**src/rtl/gray_ptr_counter.sv**
```systemverilog
// gray_ptr_counter: pointer engine for one side of an asynchronous FIFO.
// Keeps a binary and a registered Gray pointer in the local clock domain,
// synchronises the remote Gray pointer through SYNC_STAGES flops and
// produces a registered full (MODE 0) or empty (MODE 1) flag.
// Optional feature macro: GRAYPTR_LEVEL_EN adds the level port/register.
module gray_ptr_counter #(
   parameter int ADDR_W      = 5,
   parameter int SYNC_STAGES = 2,
   parameter int MODE        = 0
) (
   input  logic              clk,
   input  logic              rst_n,
   input  logic              inc,
   input  logic [ADDR_W:0]   remote_gray,
   output logic [ADDR_W:0]   ptr_bin,
   output logic [ADDR_W:0]   ptr_gray,
   output logic [ADDR_W-1:0] addr,
   output logic              flag
`ifdef GRAYPTR_LEVEL_EN
   ,
   output logic [ADDR_W:0]   level
`endif
);

   localparam logic FLAG_RST = (MODE != 0);

   logic [ADDR_W:0] r_bin;
   logic [ADDR_W:0] r_gray;
   logic            r_flag;
   logic [ADDR_W:0] r_sync [SYNC_STAGES];

   logic            w_advance;
   logic [ADDR_W:0] w_bin_next;
   logic [ADDR_W:0] w_gray_next;
   logic [ADDR_W:0] w_rsync;
   logic [ADDR_W:0] w_full_cmp;
   logic            w_flag_next;

   assign w_advance   = inc & ~r_flag;
   assign w_bin_next  = r_bin + {{ADDR_W{1'b0}}, w_advance};
   assign w_gray_next = w_bin_next ^ {1'b0, w_bin_next[ADDR_W:1]};
   assign w_rsync     = r_sync[SYNC_STAGES-1];
   // Full when the local pointer is exactly one lap ahead of the remote one:
   // in Gray code that is the top two bits inverted, the rest equal.
   assign w_full_cmp  = {~w_rsync[ADDR_W:ADDR_W-1], w_rsync[ADDR_W-2:0]};

   // Flag condition evaluated on the next local pointer so it never lags a local advance
   always_comb begin
      w_flag_next = 1'b0;
      if (MODE == 0)
         w_flag_next = (w_gray_next == w_full_cmp);
      else
         w_flag_next = (w_gray_next == w_rsync);
   end

   // Plain flop chain capturing the asynchronous remote Gray pointer
   always_ff @(posedge clk) begin
      if (!rst_n) begin
         for (int unsigned i = 0; i < SYNC_STAGES; i++)
            r_sync[i] <= '0;
      end else begin
         r_sync[0] <= remote_gray;
         for (int unsigned i = 1; i < SYNC_STAGES; i++)
            r_sync[i] <= r_sync[i-1];
      end
   end

   // Local pointer pair and registered flag
   always_ff @(posedge clk) begin
      if (!rst_n) begin
         r_bin  <= '0;
         r_gray <= '0;
         r_flag <= FLAG_RST;
      end else begin
         r_bin  <= w_bin_next;
         r_gray <= w_gray_next;
         r_flag <= w_flag_next;
      end
   end

`ifdef GRAYPTR_LEVEL_EN
   logic [ADDR_W:0] r_level;
   logic [ADDR_W:0] w_remote_bin;

   // Gray to binary: bit i is the XOR of all Gray bits from the MSB down to i
   always_comb begin
      w_remote_bin = '0;
      for (int unsigned i = 0; i <= ADDR_W; i++)
         w_remote_bin[i] = ^(w_rsync >> i);
   end

   // Occupancy, modulo 2^(ADDR_W+1), based on the next local pointer
   always_ff @(posedge clk) begin
      if (!rst_n)
         r_level <= '0;
      else if (MODE == 0)
         r_level <= w_bin_next - w_remote_bin;
      else
         r_level <= w_remote_bin - w_bin_next;
   end

   assign level = r_level;
`endif

   assign ptr_bin  = r_bin;
   assign ptr_gray = r_gray;
   assign addr     = r_bin[ADDR_W-1:0];
   assign flag     = r_flag;

endmodule

```
**config.mk**
```make
export PLATFORM = sky130hd
export DESIGN_NAME = gray_ptr_counter
export DESIGN_NICKNAME = d
export VERILOG_FILES = /design/src/rtl/gray_ptr_counter.sv
export SDC_FILE = /design/constraint.sdc
export NUM_CORES = 1
export LEC_CHECK = 0
export CORE_MARGIN = 5
export CORE_UTILIZATION = 59
export DETAILED_ROUTE_END_ITERATION = 8
export DONT_BUFFER_PORTS = 1
export PLACE_DENSITY = 0.75
export SLEW_MARGIN = 25
export SYNTH_ARGS = -nofsm -noshare
export SYNTH_HDL_FRONTEND = slang
export SYNTH_SLANG_ARGS = --single-unit
```
**constraint.sdc**
```tcl
create_clock -name clk -period 2.4 [get_ports clk]
set_input_delay 0.12 -clock clk [delete_from_list [all_inputs] [get_ports clk]]
set_output_delay 0.12 -clock clk [all_outputs]
set_load 0.005 [all_outputs]
```
==> reports/metrics.yaml, run 1 <==
core_um2: 1690
layoutNonFillerInstCount: 117
finalMaxSlewViolations: 0
hold_violations: 0
fmax_mhz: 493
cp-startpoint: "flag"
numCtsBuffers: 3
grt_max_degree: 25
r2r_slack_ns: 0.37
finalPower_w: 0.000651
synth_area_leaders: "dfxtp_1, and2_1, xnor2_1"
crit_family: "compound AO/OA/AOI/OAI gates"
path_buf_inv: 0
startpoint_type: "flip-flop"
worstPathMaxFanout: 5
period_share: 0.845
path_class: "flip-flop to flip-flop"
h-tree-depth: 1
floorplan.initialDensity: 0.606
die_area_um2: 2670
routed_wl_um: 1400
critPathArrivalTime_ns: 2.26
drive_gt1_frac: 0.0600
min_path_type: "primary input to flip-flop"
p_per_area_nw_per_um2: 610
nNetsFinal: 113
cts_tree: "done"
cpPeakStageDelay_ns: 0.34
period_needed_ns: 2.03
r2r_start: "flag"
synth.avg_cell_area_um2: 10.2
clock-sinks: 24
holdWs_ns: 0.270
reg2reg_depth: 8
grt_usage: 0.121
area_delta_synth_final_pct: 4.16
synth_area_um2: 1020
crit_cells: 8
worstReg2RegEnd: "flag"
num_rows: 15
path_cells: "nor2b_1, ha_1, ha_1, nand3_1, a21o_1, a21o_1, a211o_1, a211oi_2"
clk_latency_ns: 0.30
postCtsSetupBuffers: 0
dieHeight_um: 51.7
maxSlewHeadroom: 0.629
antenna_found_initial: 0
ys_seq_area_frac: 0.469
hpwl_um: 1000
io_buffers: 0
grt_overflow: 0
die_w_um: 51.7
syn_inst: 100
rsz0062_at_grt: "false"
synth_top_area_cell: "dfxtp_1"
gp_congestion: 0.793
cap_violations: 0
run_status: "finished clean"
clk_pin_slew_ns: 0.11
drc: 0
via_count: 605
grt_pass1_wl_um: 2370
num_antenna_cells: 0
cts_buffer_depth: 2
worst_ep_required_time_ns: 2.63
yosys_warnings: 0
final.setup.tns_ns: 0
ir_drop_uv: 364
p_leak_nw: 0.425
drt-wirelength-per-cell_um: 11.9
cts_root_buffer: "clkbuf_4"
grt_pass1_vias: 568
fin_skew_ns: 0.00319
via_per_inst: 5.17
firstDrtPassIters: 4
synth_nets: 111
post-synth-top-area-fraction: 0.469
finalSetupViolCount: 0
pin_count: 27
yosysUniqueCellTypes: 25
drt_first_iter_violations: 1
worstSetupEndpoint: "flag"
worst_path_max_delay_cell: "dfxtp_1"
synth-seq-cells: 24
cp-end-kind: "flip-flop"
ant_nets: 0
tightestPinTransition_ns: 0.555
dp.cells: 107
## metrics by stage
step / worst slack [ns] / cell area [um^2] / utilization
after floorplan: 0.541 / 1020 / -
after global placement: 0.459 / 973 / 0.576
after detailed placement: 0.391 / 973 / 0.576
after CTS: 0.342 / 1070 / 0.631
after global routing: 0.162 / 1070 / 0.631
final: 0.372 / 1070 / 0.631
## cell type report
cell class | count | area [um^2]
clock buffer | 3 | 22.5
inverter | 1 | 3.75
sequential | 24 | 480
timing repair buffer | 7 | 70.1
fill | 139 | 623
tap | 17 | 21.3
multi-input combinational | 65 | 468
## layout by cell type (no fill, tap or decap), types with 3 or more instances in the layout
| cell | count |
|---|---|
| xor2_1 | 5 |
| nand3_1 | 4 |
| dlygate4sd3_1 | 7 |
| clkbuf_4 | 3 |
| xnor2_1 | 10 |
| nand2_1 | 4 |
| and2_1 | 23 |
| dfxtp_1 | 24 |
## how the worst min path moves through the flow
stage	startpoint	end	slack, ns	depth (start not counted)
after floorplan	rst_n	ptr_bin[0]	0.25	1
after global placement	rst_n	r_sync[0][8]	0.24	1
after detailed placement	rst_n	ptr_gray[0]	0.25	1
after CTS	inc	ptr_bin[0]	0.26	3
after global routing	inc	ptr_bin[0]	0.29	3
final	inc	ptr_bin[0]	0.27	3
## routing by layer
metal / GRT usage / part of all wire / routed length (um) / vias up
met3: 0.0430 / 0.060 / 84 / 4
met2: 0.191 / 0.47 / 656 / 21
met4: 0.0742 / 0.016 / 22 / 0
met5: 0 / 0 / 0 / -
met1: 0.140 / 0.45 / 632 / 263
li1: - / - / - / 317
## cells in the mapped netlist
cell type	instances
xnor2_1	10
xor2_1	5
a211oi_2	1
o2111ai_1	1
dfxtp_1	24
nor2b_1	2
buf_2	1
nand3_1	4
clkbuf_8	1
inv_1	1
xor2_2	1
o21ai_0	1
nand4_1	1
a21o_1	2
a21oi_1	2
or2_2	1
mux2i_1	1
nand2_1	4
a31oi_1	1
ha_1	2
a21boi_0	2
and2_1	23
clkbuf_1	2
a211o_1	1
buf_4	6
## flip-flops by register name (all words and copies together), names as in the netlist
signal / count
r_sync: 12
ptr_gray: 6
ptr_bin: 5
flag: 1
## tightest hold or removal path, cell delays in order
cell	delay [ns]
nor2b_1	0.11
ha_1	0.19
and2_1	0.13
## logic make-up (layout without fill, tap and decap cells)
group,count (synthesis),after routing,share of synthesized area
AND/OR/NAND/NOR,35,35,0.199
flip-flops,24,24,0.469
XOR/XNOR,16,16,0.144
AO/OA/AOI/OAI,11,11,0.0795
buffers and inverters,11,11,0.0733
adder cells (fa/ha/maj),2,2,0.0244
multiplexers,1,1,0.00978
## report_power, final
part           switching [W]  internal, W  total (W)  leakage [nW]
registers          0.0000111     0.000416   0.000427         0.197
clock network       0.000103    0.0000585   0.000162        0.0138
logic              0.0000267    0.0000346  0.0000613         0.215
total               0.000141     0.000510   0.000651         0.425
## what timing repair did
item                                    in CTS  in global routing
endpoints found under the setup margin       0                  0
gates resized for setup                      0                  0
hold buffers                                 7                  0
hold endpoints to repair                    24                  0
(Power assumes the default switching activity.)
==> inputs of run 2 (changes only) <==
==> constraint.sdc (replaced) <==
create_clock -name clk -period 2.1 [get_ports clk]
set_input_delay 0.105 -clock clk [delete_from_list [all_inputs] [get_ports clk]]
set_output_delay 0.105 -clock clk [all_outputs]
set_load 0.005 [all_outputs]
==> run 2 against run 1 <==
Effect of this change:
- first-iteration DRC count rose to 4.0 times the previous value
- final cell count up 0.85%
- cell area up 1.9%
- hold slack better by 0.0032 ns
- global-route usage up 0.86 points
- critical endpoint unchanged
==> reports/metrics.yaml, run 2 (same netlist as run 1, synthesis figures left out) <==
path_class: "flip-flop to flip-flop"
drt-wirelength-per-cell_um: 12.5  # +4.8%
clock-sinks: 24  # unchanged
worst_ep_required_time_ns: 2.33  # -0.30 ns
p_per_area_nw_per_um2: 694  # +14%
final_common_cell: "dfxtp_1"
finalInstanceArea_um2: 1090  # +1.9%
worst_path_max_delay_cell: "dfxtp_1"
firstDrtPassIters: 4  # unchanged
period_needed_ns: 1.94  # -0.0886 ns
finalSetupViolCount: 0  # unchanged
cts_buffer_depth: 2  # unchanged
nNetsFinal: 114  # +0.88%
clk_latency_ns: 0.30  # about the same
grt_pass1_vias: 600  # +5.6%
worstReg2RegEnd: "flag"
routed_wl_um: 1480  # +5.7%
hold_violations: 0  # unchanged
grt_usage: 0.130  # +0.00856
antenna_found_initial: 0  # unchanged
dieHeight_um: 51.7  # unchanged
via_per_inst: 5.33  # +3.1%
worstPathMaxFanout: 5  # unchanged
pre_cts_slack_ns: 0.0766  # -0.314 ns
largest_reg_flops: 12  # unchanged
dpl_cell_area_um2: 981  # +0.77%
rsz0062_at_grt: "false"
final_cell_mix: "dfxtp_1, and2_1, xnor2_1, dlygate4sd3_1, xor2_1"
p_leak_nw: 0.429  # +0.73%
cp-end-kind: "flip-flop"
clk_pin_slew_ns: 0.12  # about the same
holdPathStages: 3  # unchanged
num_rows: 15  # unchanged
floorplan.initialDensity: 0.606  # unchanged
via_count: 629  # +4.0%
cpPeakStageDelay_ns: 0.35  # about the same
ir_drop_uv: 431  # +18%
die_area_um2: 2670  # unchanged
final.setup.tns_ns: 0  # unchanged
drc: 0  # unchanged
r2r_slack_ns: 0.16  # -0.21 ns
ant_nets: 0  # unchanged
cap_violations: 0  # unchanged
reg2reg_depth: 8  # unchanged
regMostFlops: "r_sync"
area_delta_synth_final_pct: 6.11
pin_count: 27  # unchanged
crit_top_cell: "a21o_1"
grt_overflow: 0  # unchanged
run_status: "finished clean"
io_buffers: 0  # unchanged
num_antenna_cells: 0  # unchanged
die_w_um: 51.7  # unchanged
cts_tree: "done"
fmax_mhz: 516  # +4.6%
setup_ws_ns: 0.160  # -0.211 ns
fill_cells: 129  # -7.2%
numCtsBuffers: 3  # unchanged
drt_first_iter_violations: 4  # +3
fin_skew_ns: 0.00389  # +0.000699 ns
tightestPinTransition_ns: 0.561  # +0.00624 ns
h-tree-depth: 1  # unchanged
hold_start: "inc"
critPathArrivalTime_ns: 2.17  # -0.09 ns
grt_max_degree: 25  # unchanged
holdWs_ns: 0.273  # +0.00320 ns
r2r_start: "flag"
path_cells: "nor2b_1, ha_1, ha_4, nand3_1, a21o_1, a21o_1, a211o_1, a211oi_2"
period_share: 0.924  # +0.0786
maxSlewHeadroom: 0.625  # -0.00418
finalMaxSlewViolations: 0  # unchanged
gp_congestion: 0.795  # +0.30%
hpwl_um: 1060  # +5.5%
startpoint_type: "flip-flop"
grt_pass1_wl_um: 2460  # +3.5%
min_path_type: "primary input to flip-flop"
drive_gt1_frac: 0.0792  # +0.0192
core_um2: 1690  # unchanged
min_to: "ptr_bin[0]"
cts_root_buffer: "clkbuf_4"
[run 2: changes by cell type in the layout (fill, tap and decap cells not counted)]
cell	previous run	this run
buf_4	0	1
ha_1	2	1
ha_4	0	1
[run 2: where the power goes]
| group | internal [W] | leakage, nW | switching [W] |
|---|---|---|---|
| combinational | 0.0000452 | 0.218 | 0.0000339 |
| clock | 0.0000669 | 0.0138 | 0.000121 |
| sequential | 0.000476 | 0.197 | 0.0000109 |
[run 2: stage by stage]
step | total power (W) | util | cells
2_1_floorplan | 0.000555 | - | 100
3_3_place_gp | 0.000556 | 0.581 | 108
3_5_place_dp | 0.000559 | 0.581 | 108
4_1_cts | 0.000759 | 0.636 | 118
5_1_grt | 0.000799 | 0.643 | 118
6_report | 0.000754 | 0.643 | 118
[run 2: repair_timing]
item	4_1_cts	5_1_grt
hold buffers	7	0
buffers inserted	0	0
gates resized for setup	0	2
endpoints found under the hold margin	24	0
endpoints found under the setup margin	0	1
[run 2: layout make-up]
cell class	instances	area (um^2)	share of cell area
flip-flops and latches	24	480	0.442
multi-input cells	65	480	0.442
repair buffers	8	77.6	0.0714
clock buffers	3	22.5	0.0207
well taps	17	21.3	0.0196
inverters	1	3.75	0.00346
[run 2: worst max-delay path by stage]
stage | from | endpoint | slack [ns] | cells past startpoint
6_report | flag | flag | 0.16 | 8
3_5_place_dp | flag | flag | 0.08 | 8
2_1_floorplan | flag | flag | 0.24 | 8
3_3_place_gp | flag | flag | 0.16 | 8
4_1_cts | flag | flag | 0.05 | 8
5_1_grt | flag | flag | 0.005 | 8
[run 2: critical path, delay by kind of cell (launching register included)]
family / cells / cell delay (ns)
flip-flops: 1 / 0.35
adder cells (fa/ha/maj): 2 / 0.46
AO/OA/AOI/OAI: 4 / 0.82
AND/OR/NAND/NOR: 2 / 0.24
[run 2: per-layer routing]
metal | part of all wire | track usage | vias up
met5 | 0 | 0 | -
met4 | 0.043 | 0.105 | 0
met3 | 0.068 | 0.0372 | 8
met2 | 0.50 | 0.227 | 23
met1 | 0.38 | 0.126 | 281
li1 | - | - | 317
